$ cat config.mk
export PLATFORM = sky130hd
export DESIGN_NAME = ppu_result_collector
export DESIGN_NICKNAME = d
export VERILOG_FILES = /design/src/rtl/ppu_pkg.sv /design/src/rtl/ppu_sync_fifo.sv /design/src/rtl/ppu_result_collector.sv
export SDC_FILE = /design/constraint.sdc
export NUM_CORES = 1
export LEC_CHECK = 0
export ABC_AREA = 1
export CAP_MARGIN = 30
export CORE_MARGIN = 2
export CORE_UTILIZATION = 23
export DETAILED_ROUTE_END_ITERATION = 16
export HOLD_SLACK_MARGIN = 0.12
export PLACE_DENSITY = 0.49
export SLEW_MARGIN = 20
export SYNTH_ARGS = -nofsm -noshare
export SYNTH_HDL_FRONTEND = slang
export SYNTH_SLANG_ARGS = --single-unit
$ cat constraint.sdc
create_clock -name clk_i -period 12 [get_ports clk_i]
set_input_delay 2.4 -clock clk_i [delete_from_list [all_inputs] [get_ports clk_i]]
set_output_delay 2.4 -clock clk_i [all_outputs]
set_load 0.02 [all_outputs]
$ cat src/rtl/ppu_pkg.sv
// rtl/ppu_pkg.sv - shared PPU widths and opcode encoding
package ppu_pkg;

    localparam int OP_SIZE   = 3;
    localparam int PPU_WORD  = 32;
    localparam int PPU_DEPTH = 8;

    typedef enum logic [OP_SIZE-1:0] {
        OP_ADD   = 3'd0,
        OP_SUB   = 3'd1,
        OP_MUL   = 3'd2,
        OP_MAC   = 3'd3,
        OP_MIN   = 3'd4,
        OP_MAX   = 3'd5,
        OP_RELU  = 3'd6,
        OP_SHIFT = 3'd7
    } ppu_op_e;

endpackage

$ cat src/rtl/ppu_sync_fifo.sv
// rtl/ppu_sync_fifo.sv - synchronous FIFO, head read from storage registers
module ppu_sync_fifo #(
    parameter int  W     = 8,
    parameter int  DEPTH = 8,
    localparam int CW    = $clog2(DEPTH + 1),
    localparam int AW    = $clog2(DEPTH)
) (
    input  logic          clk_i,
    input  logic          rst_ni,
    input  logic          push_i,
    input  logic [W-1:0]  push_data_i,
    input  logic          pop_i,
    output logic [W-1:0]  pop_data_o,
    output logic [CW-1:0] count_o,
    output logic          full_o,
    output logic          empty_o
);

    logic [W-1:0]  mem [DEPTH];
    logic [AW-1:0] wr_ptr;
    logic [AW-1:0] rd_ptr;
    logic [CW-1:0] count_q;
    logic          do_push;
    logic          do_pop;

    assign full_o  = (count_q == CW'(DEPTH));
    assign empty_o = (count_q == '0);
    assign do_push = push_i && !full_o;
    assign do_pop  = pop_i && !empty_o;
    assign count_o = count_q;

    // Head is masked so an empty FIFO never shows stale storage.
    assign pop_data_o = empty_o ? '0 : mem[rd_ptr];

    always_ff @(posedge clk_i) begin
        if (do_push) begin
            mem[wr_ptr] <= push_data_i;
        end
    end

    // DEPTH is a power of two, so pointers wrap by natural overflow.
    always_ff @(posedge clk_i or negedge rst_ni) begin
        if (!rst_ni) begin
            wr_ptr  <= '0;
            rd_ptr  <= '0;
            count_q <= '0;
        end else begin
            if (do_push) begin
                wr_ptr <= wr_ptr + AW'(1);
            end
            if (do_pop) begin
                rd_ptr <= rd_ptr + AW'(1);
            end
            case ({do_push, do_pop})
                2'b10:   count_q <= count_q + CW'(1);
                2'b01:   count_q <= count_q - CW'(1);
                default: count_q <= count_q;
            endcase
        end
    end

endmodule

$ cat src/rtl/ppu_result_collector.sv
// rtl/ppu_result_collector.sv - pairs PPU results with issue-order opcodes, issues credits
module ppu_result_collector #(
    parameter int  WORD    = ppu_pkg::PPU_WORD,
    parameter int  OP_SIZE = ppu_pkg::OP_SIZE,
    parameter int  DEPTH   = ppu_pkg::PPU_DEPTH,
    localparam int CW      = $clog2(DEPTH + 1)
) (
    input  logic               clk_i,
    input  logic               rst_ni,
    input  logic               issue_i,
    input  logic [OP_SIZE-1:0] issue_op_i,
    output logic               can_issue_o,
    input  logic               ppu_valid_i,
    input  logic [WORD-1:0]    ppu_result_i,
    output logic               out_valid_o,
    input  logic               out_ready_i,
    output logic [WORD-1:0]    out_data_o,
    output logic [OP_SIZE-1:0] out_op_o,
    output logic [CW-1:0]      count_o,
    output logic [CW-1:0]      inflight_o,
    output logic               err_o
);

    localparam int RW = OP_SIZE + WORD;

    logic [CW-1:0]      inflight_q;
    logic [CW-1:0]      res_count;
    logic [CW-1:0]      tag_count;
    logic [CW:0]        used;
    logic [OP_SIZE-1:0] tag_head;
    logic [RW-1:0]      res_head;
    logic               tag_full;
    logic               tag_empty;
    logic               res_full;
    logic               res_empty;
    logic               issue_ok;
    logic               issue_drop;
    logic               result_ok;
    logic               result_spurious;
    logic               out_pop;
    logic               unused_status;

    // Credits count both buffered results and ops still inside the PPU,
    // because the PPU cannot be stalled once an op is issued.
    assign used        = {1'b0, res_count} + {1'b0, inflight_q};
    assign can_issue_o = (used < (CW + 1)'(DEPTH));

    assign issue_ok        = issue_i && can_issue_o;
    assign issue_drop      = issue_i && !can_issue_o;
    assign result_ok       = ppu_valid_i && (inflight_q != '0);
    assign result_spurious = ppu_valid_i && (inflight_q == '0);
    assign out_pop         = out_valid_o && out_ready_i;

    ppu_sync_fifo #(
        .W     (OP_SIZE),
        .DEPTH (DEPTH)
    ) u_tag_fifo (
        .clk_i       (clk_i),
        .rst_ni      (rst_ni),
        .push_i      (issue_ok),
        .push_data_i (issue_op_i),
        .pop_i       (result_ok),
        .pop_data_o  (tag_head),
        .count_o     (tag_count),
        .full_o      (tag_full),
        .empty_o     (tag_empty)
    );

    ppu_sync_fifo #(
        .W     (RW),
        .DEPTH (DEPTH)
    ) u_result_fifo (
        .clk_i       (clk_i),
        .rst_ni      (rst_ni),
        .push_i      (result_ok),
        .push_data_i ({tag_head, ppu_result_i}),
        .pop_i       (out_pop),
        .pop_data_o  (res_head),
        .count_o     (res_count),
        .full_o      (res_full),
        .empty_o     (res_empty)
    );

    assign unused_status = ^{tag_count, tag_full, tag_empty, res_full};

    assign out_valid_o = !res_empty;
    assign out_data_o  = res_head[WORD-1:0];
    assign out_op_o    = res_head[WORD +: OP_SIZE];
    assign count_o     = res_count;
    assign inflight_o  = inflight_q;

    always_ff @(posedge clk_i or negedge rst_ni) begin
        if (!rst_ni) begin
            inflight_q <= '0;
            err_o      <= 1'b0;
        end else begin
            case ({issue_ok, result_ok})
                2'b10:   inflight_q <= inflight_q + CW'(1);
                2'b01:   inflight_q <= inflight_q - CW'(1);
                default: inflight_q <= inflight_q;
            endcase
            if (issue_drop || result_spurious) begin
                err_o <= 1'b1;
            end
        end
    end

endmodule

Word level (Yosys, flattened, before mapping)
Memories as Yosys holds them, arrays and structs flattened.
Cells that the tools add are included.
{"block": "op_classes", "mux": 9, "n_addsub": 11, "n_reduce_logical": 22, "order_cmp": 1, "eq_ne": 8}
{"operator": "two-way mux 35 bit", "count": 1}
{"operator": "case mux 4 bit (2 select lines)", "count": 3}
{"operator": "adder 3 x 1 -> 3 bit, second input constant", "count": 4}
{"operator": "adder 4 x 1 -> 4 bit, second input constant", "count": 3}
{"operator": "logical NOT 4 bit", "count": 3}
{"operator": "subtractor 4 x 1 -> 4 bit, second input constant", "count": 3}
{"operator": "logical AND 1 bit", "count": 9}
{"operator": "== test 4 bit, second input constant", "count": 2}
{"operator": "== test 2 x 1 -> 1 bit, second input constant", "count": 3}
{"operator": "== test 2 bit, second input constant", "count": 3}
{"operator": "nonzero test 2 bit", "count": 3}
{"operator": "adder 4 x 4 -> 5 bit", "count": 1}
{"operator": "logical NOT 1 bit", "count": 5}
{"operator": "< comparator 5 x 4 -> 1 bit, second input constant", "count": 1}
{"operator": "two-way mux 1 bit", "count": 4}
{"operator": "nonzero test 4 bit", "count": 1}
{"operator": "two-way mux 3 bit", "count": 1}
{"operator": "logical OR 1 bit", "count": 1}
{"block": "totals", "inputBits": 40, "word_cells": 61, "reg_bits": 25, "mem_count": 2, "ram_bits": 304}
{"memory": "u_result_fifo.mem", "words": 8, "width": 35, "read_ports": 1, "rd_ports_with_merged_regs": 0, "write_ports": 1, "line": "ppu_sync_fifo.sv:19", "rtl": "logic [W-1:0] mem [DEPTH];"}
{"memory": "u_tag_fifo.mem", "words": 8, "width": 3, "read_ports": 1, "rd_ports_with_merged_regs": 0, "write_ports": 1, "line": "ppu_sync_fifo.sv:19"}

Depth between registers and ports, before layout
Gate-level depths: netlist (run 1).
{"block": "logic_depth", "depth_word": 6, "ltp_mapped": 14, "depth_no_buf": 13}

Modules after synthesis
From an unflattened synthesis (run 1), not the netlist that was laid out.
{"block": "unflattened", "cells_unflattened": 1117, "hier_area_um2": 13539.2}
{"module": "ppu_sync_fifo (u_result_fifo)", "area_each_um2": 11539.8, "instances": 1, "seq_area_each_um2": 8658.3, "cells_each": 907}
{"module": "ppu_sync_fifo (u_tag_fifo)", "area_each_um2": 1565.3, "instances": 1, "seq_area_each_um2": 970.9, "cells_each": 152}
{"module": "ppu_result_collector", "area_each_um2": 434.2, "instances": 1, "seq_area_each_um2": 125.1, "cells_each": 58}

Least setup slack after synthesis (run 1)
No wires, ideal clock.
{"block": "synth_timing", "kind": "input to register", "start": "input ppu_valid_i", "end": "memory u_result_fifo.mem[4][0] in the netlist's numbering, enable pin", "arrival_time_ns": 5.145, "path_stages": 3, "required_ns": 11.529, "setup_slack_ns": 6.384, "setup_time_ns": 0.471, "cell_sequence": "nand3_1 -> buf_2 -> nor3_1"}
{"block": "synth_via", "elab_chain_cells": 4}
{"item": "from (decl)", "line": "ppu_result_collector.sv:13", "rtl": "input logic ppu_valid_i,"}
{"item": "logical AND 1 bit", "line": "ppu_result_collector.sv:50", "rtl": "assign result_ok = ppu_valid_i && (inflight_q != '0);"}
{"item": "logical AND 1 bit", "line": "ppu_sync_fifo.sv:28", "rtl": "assign do_push = push_i && !full_o;"}
{"item": "two-way mux 1 bit", "line": "ppu_sync_fifo.sv:36", "rtl": "if (do_push) begin"}
{"item": "two-way mux 1 bit (not written as such)", "line": "ppu_sync_fifo.sv:37", "rtl": "mem[wr_ptr] <= push_data_i;"}
{"item": "to (decl)", "line": "ppu_sync_fifo.sv:19"}
No other way between the ends.

Worst setup path in the final report (run 1)
{"block": "layout_timing", "start": "register u_result_fifo.rd_ptr[0]", "end": "output out_data_o[14]"}
{"block": "layout_via", "elab_chain_cells": 2}
{"item": "from (decl)", "line": "ppu_sync_fifo.sv:21", "rtl": "logic [AW-1:0] rd_ptr;"}
{"item": "from (signal assigned)", "line": "ppu_sync_fifo.sv:52", "rtl": "rd_ptr <= rd_ptr + AW'(1);"}
{"item": "memory (8 x 35 bit)"}
{"item": "two-way mux 35 bit", "line": "ppu_sync_fifo.sv:33", "rtl": "assign pop_data_o = empty_o ? '0 : mem[rd_ptr];"}
{"item": "to (decl)", "line": "ppu_result_collector.sv:17", "rtl": "output logic [WORD-1:0] out_data_o,"}
No other way between the ends.

==> results.md, run 1 <==
* Status: complete, no violations
* Iter 0 DRT Violations at 532
* Cell variety after synth at 23
* Via count at 8703
* Setup crit start kind: register
* # Post-CTS Setup Buffers at 0
* Mean Syn Cell Area at 11.6 um^2
* Least-Margin Pin Slew at 0.910 ns
* CTS tree: built
* Max-cap violations at 0
* Max Clk Rate at 162 MHz
* Min Hold Slack at 0.468 ns
* Comb power frac at 40.1%
* Flop-to-flop setup slack at 8.91 ns
* CP max-delay cell: dfrtp_4
* Setup tns final at 0 ns
* Root Driver: clkbuf_16
* Pin count of the biggest net entering global routing at 90
* Required time of the critical path at 9.60 ns
* Worst Path Arrival at 3.76 ns
* Core Area at 58800 um^2
* Worst rel slew slack at 39.3%
* Pwr Density at 272 nW/um^2
* Worst-path fanout max at 72
* Synthesized netlist cell count at 1176
* CTS Buffer Depth at 3
* Worst Path Buf+Inv at 4
* GP Congestion at 0.723
* P_sw at 1.75 mW
* DR vias/cell at 4.23
* Area growth, synth to finish at 21.3%
* Initial antenna violation count at 1
* Fin crit share at 51.3%
* Worst hold endpoint: err_o
* Ratio of cells with drive above 1 in the final layout at 6.15%
* Unrepaired setup endpoints after global routing: false
* Clock slew at reported path FFs at 0.05 ns
* TritonCTS Buffers at 39
* Endpoint of the worst-slack reg-to-reg timing path: u_result_fifo.mem[6][2]
* Number of global-route vias before repair at 8687
* Seq/Total Area, Yosys at 71.7%
* GRT Overall Usage at 11.3%
* Sw Share at 38.9%
* Clock share of power at 24.2%
* DRT Pass-1 Iters at 5
* Final min period at 6.16 ns
* Die footprint at 61100 um^2
* Worst-Skew Late Latency at 0.54 ns
* Number of port buffers at 85
* Starting Density at 23.1%
* Warnings from Yosys at 0
* HP Class: reg -> reg
* Slowest stage delay, CP at 0.71 ns
* Resized cells post-CTS at 0
* Worst R2R Start: inflight_o[0]
* Finish-stage setup viols at 0
* Pwr Total at 4.49 mW
* Die width at 247 um
* ANT cells at 0
* VDD IR max at 0.127 mV
* Sequential share of power at 35.7%
* FF+latch count, synth at 329
* Grt ovf at 0
* WHS Path Cells at 2
* Final ANT Viol Nets at 0
* Synthesized area at 13600 um^2
* # IOs at 86
* Hold_buf cts at 0
* CP Class: reg -> out
* CP endpoint kind: output port
* Top Family by Delay on Critical Path: buffers and inverters
* First-pass GRT wire length at 52.7 mm
* Max-slew violation count at 0
* Worst-path cell chain: inv_4 > buf_4 > buf_16 > nor2_1 > o21ai_0 > a21oi_1 > nor2_1 > clkdlybuf4s50_1
* Detailed Place HPWL at 18.6 mm
* Commonest non-fill, non-tap cells in the layout: edfxtp_1, nor2_1, nand2_1
* Die Ht at 247 um
* Final hold violations at 0
* Commonest non-fill, non-tap cell in the layout: edfxtp_1
* Number of cell rows at 89
* Drt wl/cell at 16.7 um
* Drc violations at 0
* Nets@finish at 1316
* Final Skew at 0.0164 ns
* Internal at 2.74 mW
* Syn nets at 1233
* Hold path startpoint: err_o
* H-tree Lvls at 2
* Lkg Pwr at 5.84 nW
* CTS Sinks at 329
* FF-to-FF path depth at 5
* CP most frequent cell: nor2_1
* WL final at 34.4 mm
flip-flops by register name, indices dropped and copies added, names as in the netlist:
register / flops
u_result_fifo.count_o: 4
u_result_fifo.rd_ptr: 3
inflight_o: 4
u_tag_fifo.count_o: 4
err_o: 1
u_result_fifo.wr_ptr: 3
u_result_fifo.mem: 280
u_tag_fifo.rd_ptr: 3
u_tag_fifo.mem: 24
u_tag_fifo.wr_ptr: 3
cells in the mapped netlist, drive strengths merged:
library cell	count	area share, %
a21oi	41	1.5
a31oi	1	0.046
buf	38	1.5
clkbuf	23	0.63
dfrtp	25	4.6
edfxtp	304	67
fa	1	0.15
ha	16	1.5
inv	32	0.88
nand2	191	5.3
nand3	51	1.9
nand3b	1	0.055
nand4	5	0.23
nor2	246	6.8
nor3	17	0.63
o21ai	166	6.1
or2	1	0.046
xnor2	7	0.45
xor2	10	0.64
layout make-up:
cell class | count | area (um^2)
fill | 6105 | 42300
sequential | 329 | 9760
multi-input combinational | 754 | 3500
clock buffer | 51 | 1020
timing repair buffer | 103 | 1010
tap | 773 | 967
clock inverter | 15 | 128
inverter | 32 | 123
tightest hold or removal path, stage by stage, from the launching register on:
cell,delay [ns]
dfrtp_1,0.34
a21oi_1,0.04
nand2_1,0.05
per-layer routing:
layer	vias up	GRT usage, %	routed length, um
met5	-	0	12
met4	2	3.38	840
met3	60	2.64	1570
met2	178	18.1	15900
met1	4208	15.2	16000
li1	4255	-	-
power by group through the flow:
stage	sequential [mW]	combinational, mW	clock [mW]
after floorplan	1.59	1.14	0
after global routing	1.63	2.03	1.16
final	1.60	1.80	1.09
after detailed placement	1.62	1.83	0
after CTS	1.60	1.84	1.12
after global placement	1.62	1.82	0
worst max path at each step:
stage                                  startpoint                 endpoint  slack, ns  cells after the start
after floorplan                       ppu_valid_i  u_result_fifo.mem[4][0]       6.38                      3
after global placement    u_result_fifo.rd_ptr[0]           out_data_o[29]       6.12                      7
after detailed placement  u_result_fifo.rd_ptr[0]           out_data_o[29]       6.13                      7
after CTS                 u_result_fifo.rd_ptr[0]           out_data_o[29]       5.54                      7
after global routing      u_result_fifo.rd_ptr[0]           out_data_o[15]       5.63                      8
final                     u_result_fifo.rd_ptr[0]           out_data_o[14]       5.84                      8
cells by family after synthesis:
| logic type | synth area share (%) |
|---|---|
| AND/OR/NAND/NOR | 14.9 |
| flip-flops | 71.7 |
| AO/OA/AOI/OAI | 7.66 |
| buffers and inverters | 3.03 |
| XOR/XNOR | 1.09 |
| adder cells (fa/ha/maj) | 1.62 |
through the flow:
step | std cells | utilization [%] | area (um^2) | setup WS, ns
3_5_place_dp | 1990 | 26.1 | 15300 | 6.13
6_report | 2057 | 28.1 | 16500 | 5.84
5_1_grt | 2057 | 28.1 | 16500 | 5.63
4_1_cts | 2056 | 28.0 | 16500 | 5.54
2_1_floorplan | 1176 | - | 13600 | 6.38
3_3_place_gp | 1990 | 26.1 | 15300 | 6.12
Power figures use the tool's default switching activity.
==> run 2, diff against run 1 <==
--- a/config.mk
+++ b/config.mk
@@ -11,7 +11,7 @@
 export CORE_UTILIZATION = 23
 export DETAILED_ROUTE_END_ITERATION = 16
 export HOLD_SLACK_MARGIN = 0.12
-export PLACE_DENSITY = 0.49
+export PLACE_DENSITY = 0.5
 export SLEW_MARGIN = 20
 export SYNTH_ARGS = -nofsm -noshare
 export SYNTH_HDL_FRONTEND = slang
==> constraint.sdc (replaced) <==
create_clock -name clk_i -period 5.5 [get_ports clk_i]
set_input_delay 1.1 -clock clk_i [delete_from_list [all_inputs] [get_ports clk_i]]
set_output_delay 1.1 -clock clk_i [all_outputs]
set_load 0.02 [all_outputs]
==> run 2 against run 1 <==
  * Final area grew 1.0%
  * Flip-flop and latch count is the same
  * Register-to-register slack lost 6.2 ns
  * Clock power grew 130%
  * Sequential share of layout area shrank 0.59 points
  * Non-clock buffer count grew 10
  * First-iteration DRC count grew 4.5%
  * Largest power group unchanged
==> results.md, run 2 (synthesized netlist as in run 1, its figures left out) <==
* Number of global-route vias before repair at 8766
* Starting Density at 23.1%
* GP Congestion at 0.752
* # Post-CTS Setup Buffers at 0
* Finish-stage setup viols at 0
* VDD IR max at 0.279 mV
* WL final at 34.2 mm
* Detailed Place HPWL at 19.7 mm
* Iter 0 DRT Violations at 556
* Final Skew at 0.0209 ns
* Nets@finish at 1324
* Core Area at 58800 um^2
* CP most frequent cell: nor2_1
* First-pass GRT wire length at 52.1 mm
* Root Driver: clkbuf_16
* Met1 Usage GRT at 14.8%
* Final hold violations at 0
* Number of port buffers at 85
* HP Class: reg -> reg
* Status: complete, no violations
* Commonest non-fill, non-tap cells in the layout: edfxtp_1, nor2_1, nand2_1
* Layout Utilization at 28.4%
* Die footprint at 61100 um^2
* GRT Overall Usage at 11.1%
* GR Layer Usage met3 at 1.99%
* Required time of the critical path at 4.40 ns
* Clock slew at reported path FFs at 0.06 ns
* Ratio of cells with drive above 1 in the final layout at 7.50%
* Hold_buf cts at 0
* Lkg Pwr at 5.94 nW
* Die Ht at 247 um
* Drt wl/cell at 16.5 um
* CTS Sinks at 329
* # IOs at 86
* Drc violations at 0
* Least-Margin Pin Slew at 0.857 ns
* H-tree Lvls at 2
* Worst-path cell chain: inv_2 > buf_4 > nor2_1 > o21ai_1 > nand3_1 > nand2_1 > nor2_1 > clkdlybuf4s50_1
* Resized cells post-CTS at 0
* Worst-Skew Late Latency at 0.52 ns
* Unrepaired setup endpoints after global routing: false
* Max-slew violation count at 0
* Worst rel slew slack at 42.5%
* Grt ovf at 0
* Fin crit share at 78.8%
* Top reg by flops: u_result_fifo.mem
* Final WS setup at 1.16 ns
* Pwr Density at 596 nW/um^2
* Top flop regs: u_result_fifo.mem x280, u_tag_fifo.mem x24
* Max Clk Rate at 231 MHz
* Pin count of the biggest net entering global routing at 74
* Worst Path Arrival at 3.24 ns
* Via count at 8828
* Setup tns final at 0 ns
* GR peak layer: met2
* CTS tree: built
* Number of cell rows at 89
* Commonest non-fill, non-tap cell in the layout: edfxtp_1
* CP endpoint kind: output port
* Final Cell Area at 16700 um^2
* Worst Path Buf+Inv at 3
* Final ANT Viol Nets at 0
* DR vias/cell at 4.27
* Final min period at 4.34 ns
* Max-cap violations at 0
* Setup crit start kind: register
* Initial antenna violation count at 2
* Post-Layout Cell Count at 2067
* Met2 Resource Use GR at 18.4%
* Cells after DPL at 2001
* CP max-delay cell: clkdlybuf4s50_1
* Top Family by Delay on Critical Path: buffers and inverters
* Slowest stage delay, CP at 0.69 ns
* Area after DPL at 15400 um^2
* CP Class: reg -> out
* Worst-path fanout max at 35
* Pre-CTS setup slack at 1.65 ns
* Die width at 247 um
* DRT Pass-1 Iters at 5
* TritonCTS Buffers at 37
* Area growth, synth to finish at 22.5%
* CTS Buffer Depth at 3
* ANT cells at 0
* Max reg flops at 280
run 2: changes by cell type in the layout (fill, tap and decap cells not counted), moves of 2 or more:
cell and delta:
clkbuf_1 -8, buf_4 +7, buf_12 +4, clkbuf_8 +4, clkinv_2 +4, nor3_2 +3
nor3_4 -3, bufinv_16 +2, clkinvlp_4 -2
run 2: final timing paths:
kind	start	endpoint	slack [ns]	cells past startpoint
worst max-delay path	u_result_fifo.rd_ptr[1]	out_data_o[31]	1.16	8
worst min-delay path	err_o	err_o	0.47	2
worst max register to register	u_result_fifo.count_o[1]	u_result_fifo.count_o[3]	2.68	11
worst min register to register	err_o	err_o	0.47	2
max in group asynchronous	rst_ni	u_result_fifo.rd_ptr[0]	4.24	2
min in group asynchronous	rst_ni	u_result_fifo.count_o[3]	0.96	2
run 2: cell type report:
class	instances	area (um^2)
fill	6056	42100
sequential	329	9760
multi-input combinational	754	3480
timing repair buffer	113	1110
clock buffer	46	1020
tap	773	967
clock inverter	20	209
inverter	32	123
run 2: worst reg2reg max path: stages, from the launching register on:
cell,delay (ns)
dfrtp_1,0.47
nor2_1,0.21
nand2_2,0.49
nand2_1,0.31
inv_1,0.15
ha_1,0.28
ha_1,0.34
a21oi_1,0.15
nand2_1,0.07
xnor2_1,0.12
nand2_1,0.06
nand2_1,0.05
run 2: routing by layer:
layer  part of all wire (%)  routed length (um)  vias to the layer above
met1                     47               16000                     4299
li1                       -                   -                     4270
met5                  0.067                  23                        -
met2                     47               15900                      195
met4                    2.3                 770                        4
met3                    4.4                1500                       60
run 2: through the flow:
step,hold WS (ns),total power [mW]
2_1_floorplan,0.494,5.94
4_1_cts,0.472,10.1
6_report,0.471,9.93
3_5_place_dp,0.454,7.57
3_3_place_gp,0.454,7.52
5_1_grt,0.495,10.6
run 2: report_power, final:
| part | total, mW | switching [mW] | internal (mW) |
|---|---|---|---|
| Clock | 2.48 | 0.980 | 1.50 |
| Sequential | 3.45 | 0.222 | 3.23 |
| Combinational | 3.99 | 2.61 | 1.38 |
==> run 3, diff against run 2 <==
--- a/config.mk
+++ b/config.mk
@@ -11,7 +11,7 @@
 export CORE_UTILIZATION = 23
 export DETAILED_ROUTE_END_ITERATION = 16
 export HOLD_SLACK_MARGIN = 0.12
-export PLACE_DENSITY = 0.5
+export PLACE_DENSITY = 0.49
 export SLEW_MARGIN = 20
 export SYNTH_ARGS = -nofsm -noshare
 export SYNTH_HDL_FRONTEND = slang
==> constraint.sdc (replaced) <==
create_clock -name clk_i -period 4.3 [get_ports clk_i]
set_input_delay 0.86 -clock clk_i [delete_from_list [all_inputs] [get_ports clk_i]]
set_output_delay 0.86 -clock clk_i [all_outputs]
set_load 0.02 [all_outputs]
==> run 3 against run 2 <==
  * Via count fell by 1.1%
  * Largest cell class unchanged
  * Final area rose by 0.25%
  * Critical path type unchanged
  * Critical endpoint is now out_op_o[1]
  * Critical path depth fell by 1
  * Largest power group unchanged
==> results.md, run 3 (synthesized netlist as in run 1, its figures left out) <==
* Area growth, synth to finish at 22.8%
* Final WS setup at 0.443 ns
* CP Class: reg -> out
* Die width at 247 um
* Setup tns final at 0 ns
* Root Driver: clkbuf_16
* Detailed Place HPWL at 19.9 mm
* Core Area at 58800 um^2
* Final Skew at 0.0194 ns
* Initial antenna violation count at 0
* ANT cells at 0
* FF-to-FF path depth at 11
* Fin crit share at 89.7%
* WL final at 33.8 mm
* Commonest non-fill, non-tap cells in the layout: edfxtp_1, nor2_1, nand2_1
* Crit path from: u_result_fifo.rd_ptr[0]
* H-tree Lvls at 2
* Hold_buf cts at 0
* Worst-path fanout max at 52
* HP Class: reg -> reg
* DRT Pass-1 Iters at 5
* GP Congestion at 0.738
* Number of global-route vias before repair at 8585
* Commonest non-fill, non-tap cell in the layout: edfxtp_1
* Worst R2R Start: u_result_fifo.count_o[1]
* Required time of the critical path at 3.44 ns
* Final hold violations at 0
* Drt wl/cell at 16.3 um
* Comb power frac at 40.1%
* Max Clk Rate at 259 MHz
* Endpoint of the worst-slack reg-to-reg timing path: u_result_fifo.count_o[3]
* Final ANT Viol Nets at 0
* Top reg by flops: u_result_fifo.mem
* Internal at 7.96 mW
* Max reg flops at 280
* Clock slew at reported path FFs at 0.06 ns
* CP endpoint kind: output port
* Sequential share of power at 34.4%
* TritonCTS Buffers at 36
* Clock share of power at 25.5%
* Finish-stage setup viols at 0
* Pin count of the biggest net entering global routing at 142
* Iter 0 DRT Violations at 510
* Die Ht at 247 um
* Worst-Skew Late Latency at 0.52 ns
* Worst rel slew slack at 42.6%
* CTS Sinks at 329
* Critical Path End: out_op_o[1]
* VDD IR max at 0.497 mV
* Least-Margin Pin Slew at 0.858 ns
* CTS Buffer Depth at 3
* Fillers at 6066
* Drc violations at 0
* Sw Share at 38.0%
* Top flop regs: u_result_fifo.mem x280, u_tag_fifo.mem x24
* Min Hold Slack at 0.473 ns
* # Post-CTS Setup Buffers at 0
* P_sw at 4.87 mW
* Unrepaired setup endpoints after global routing: false
* Starting Density at 23.1%
* Number of port buffers at 85
* Nets@finish at 1326
* Pre-CTS setup slack at 0.949 ns
* Number of cell rows at 89
* Final min period at 3.86 ns
* CTS tree: built
* Register area at 9760 um^2
* First-pass GRT wire length at 52.0 mm
* Max-slew violation count at 0
* Worst Path Arrival at 3.00 ns
* Status: complete, no violations
* Multi-input logic area at 3480 um^2
* Lkg Pwr at 5.96 nW
* Flop-to-flop setup slack at 1.48 ns
* Resized cells post-CTS at 0
* Die footprint at 61100 um^2
* Max-cap violations at 0
* Via count at 8735
* Setup crit start kind: register
* GRT Overall Usage at 11.0%
* # IOs at 86
* Grt ovf at 0
* Pwr Density at 768 nW/um^2
* DR vias/cell at 4.22
* Ratio of cells with drive above 1 in the final layout at 7.48%
[run 3: changes by cell type in the layout (fill, tap and decap cells not counted), moves of 2 or more]
cell       before  now
buf_4          24   27
clkbuf_1        4    7
clkbuf_16      38   36
clkbuf_8        4    0
bufinv_16       4    8
[run 3: power by group through the flow]
stage	combinational, mW	sequential, mW	clock (mW)
2_1_floorplan	3.17	4.43	0
6_report	5.14	4.41	3.27
5_1_grt	5.78	4.47	3.49
3_5_place_dp	5.26	4.47	0
4_1_cts	5.28	4.41	3.38
3_3_place_gp	5.22	4.46	0
[run 3: worst max-delay path, cell delays in order (launching register included)]
cell and delay (ns):
dfrtp_4 0.50, inv_4 0.41, buf_4 0.33, nand2_1 0.10
nand2_1 0.07, a21oi_1 0.07, nor2_1 0.30, clkdlybuf4s50_1 0.68
[run 3: stage by stage]
stage	std cells	power [mW]	area [um^2]	util [%]
finish	2069	12.8	16700	28.4
global route	2069	13.7	16700	28.4
CTS	2069	13.1	16700	28.4
detailed placement	2004	9.73	15500	26.3
global placement	2004	9.68	15500	26.3
floorplan	1176	7.60	13600	-
[run 3: per-layer routing]
layer	global-route usage (%)	routed length (um)	vias to the layer above
li1	-	-	4277
met1	15.3	16300	4267
met2	17.6	15600	146
met3	1.87	1230	45
met4	2.99	699	0
met5	0	0	-
[run 3: layout make-up]
cell class,count,area share [%]
Multi-Input combinational cell,754,20.8
Clock inverter,22,1.92
Clock buffer,43,5.55
Tap cell,773,5.79
Timing Repair Buffer,116,6.78
Sequential cell,329,58.4
Inverter,32,0.734
[run 3: worst min-delay path by stage]
| stage | from | to | slack (ns) | cells past startpoint |
|---|---|---|---|---|
| after detailed placement | err_o | err_o | 0.45 | 2 |
| after global placement | err_o | err_o | 0.45 | 2 |
| final | err_o | err_o | 0.47 | 2 |
| after global routing | err_o | err_o | 0.51 | 2 |
| after floorplan | u_tag_fifo.count_o[0] | u_tag_fifo.count_o[0] | 0.49 | 1 |
| after CTS | err_o | err_o | 0.47 | 2 |
==> patch (config.mk and constraints of run 3) <==
The package constant `PPU_DEPTH` goes from 8 to 16.
--- a/src/rtl/ppu_pkg.sv
+++ b/src/rtl/ppu_pkg.sv
@@ -3,7 +3,7 @@
 
     localparam int OP_SIZE   = 3;
     localparam int PPU_WORD  = 32;
-    localparam int PPU_DEPTH = 8;
+    localparam int PPU_DEPTH = 16;
 
     typedef enum logic [OP_SIZE-1:0] {
         OP_ADD   = 3'd0,
Interface: changed (resized count_o and inflight_o); port bits go from 86 to 88. No check against the original RTL was run, so the function may have changed too.
==> patch against run 3 <==
Largest power group unchanged; via count grew 96%; sequential cell count grew 311; wire length grew 120%; total power grew 79%; design area grew 90%; global-route usage grew 1.5 points; setup slack lost 0.29 ns; synthesized area grew 95%; register-to-register slack is essentially flat; non-clock buffer count grew 33; critical endpoint is now out_data_o[31]; combinational power grew 75%; clock power grew 79%.
==> patch: results (changes against run 3) <==
| Metric | Value |
|---|---|
| WL met3 | 3920 um (+220%) |
| H-Tree Depth | 3 (+1) |
| TritonCTS Buffers | 74 (+110%) |
| Critical path's slowest cell | clkdlybuf4s50_1 |
| Met1 Wirelength | 33,800 um (+110%) |
| P_sw | 0.00890 W (+83%) |
| F_max | 0.241 GHz (-6.9%) |
| CP endpoint | out_data_o[31] |
| Placed standard-cell area | 0.0295 sq mm (+91%) |
| Xor/xnor share of the synthesized area | 0.661% (-0.43 points) |
| Dpl ws | 0.550 ns (-0.399 ns) |
| Reg2reg path depth | 17 (+6) |
| Synth Area in Adders | 1.33% (-0.29 points) |
| Leakage power | 11.4 nW (+92%) |
| Max layer used | met5 |
| Max IR drop VDD | 0.395 mV (-20%) |
| Drt initial violations | 1,497 (+190%) |
| Critical Path Max Stage Delay | 0.72 ns (+0.04 ns) |
| Met2 Track Usage GR | 20.2% (+2.6 points) |
| Worst-skew pair later-pin latency | 0.62 ns (+0.10 ns) |
| First-pass GRT wire length | 111,000 um (+110%) |
| Sequential group power | 0.00808 W (+83%) |
| Largest regs | u_result_fifo.mem x560, u_tag_fifo.mem x48 |
| Vias in the first global route | 16,818 (+96%) |
| Slew @ Worst Pin | 0.835 ns (-0.0233 ns) |
| Row Count | 124 (+39%) |
| Status | complete, no violations |
| Initial antenna violation count | 3 (+3) |
| Worst r2r dst | inflight_o[4]$_DFFE_PN0P_ |
| Post-synth top cells | nand2_1, edfxtp_1, nand3_1 |
| M1 GR Usage | 17.1% (+1.8 points) |
| Compound-cell area share of the yosys netlist | 1.30% (-6.4 points) |
| EDFF count, synth | 608 (+100%) |
| Met2 wire len | 34,600 um (+120%) |
| Post-CTS Setup Bufs | 1 (+1) |
| Via/cell ratio | 4.34 (+2.8%) |
| DP Wirelength | 39,500 um (+99%) |
| Grt met3 use | 2.38% (+0.52 points) |
| Hold Path Class | in -> async |
| Final #Nets | 2,455 (+85%) |
| GP Congestion | 0.713 (-3.4%) |
| Top cells by area, synth | edfxtp_1, nand2_1, nand3_1 |
| Final Skew | 0.0256 ns (+0.00621 ns) |
| Largest net degree at the start of global routing | 94 (-34%) |
| Layout cells sized above 1 | 8.05% (+0.56 points) |
| Seq pwr share | 35.2% (+0.8 points) |
| Post-synth ARST share | 5.00% (-2.6 points) |
| Library cells used by synthesis | 29 (+26%) |
| Tot GR Track Use | 12.5% (+1.5 points) |
| Routed WL | 73,700 um (+120%) |
| Hold WS | 0.362 ns (-0.111 ns) |
-- patch: cell count changes after synthesis, moves of 13 or more --
cell      delta
o21ai_0    -133
o21ai_1     -17
nand3_1    +417
inv_1       +13
edfxtp_1   +304
buf_2       +50
nor2_1     -210
nand2_1    +642
-- patch: through the flow --
step,utilization (%),TNS [ns],instances
final,27.8,0,3948
after global routing,27.8,-0.0425,3948
after CTS,27.8,0,3948
after detailed placement,25.8,0,3823
after global placement,25.8,0,3822
after floorplan,-,0,2290
-- patch: layout make-up --
| cell class | count | area [sq um] | share of cell area (%) |
|---|---|---|---|
| timing repair buffer | 149 | 1630 | 5.14 |
| sequential | 640 | 19100 | 60.0 |
| multi-input combinational | 1475 | 6780 | 21.3 |
| inverter | 48 | 194 | 0.610 |
| clock inverter | 30 | 228 | 0.716 |
| clock buffer | 94 | 2000 | 6.29 |
| tap | 1512 | 1890 | 5.95 |
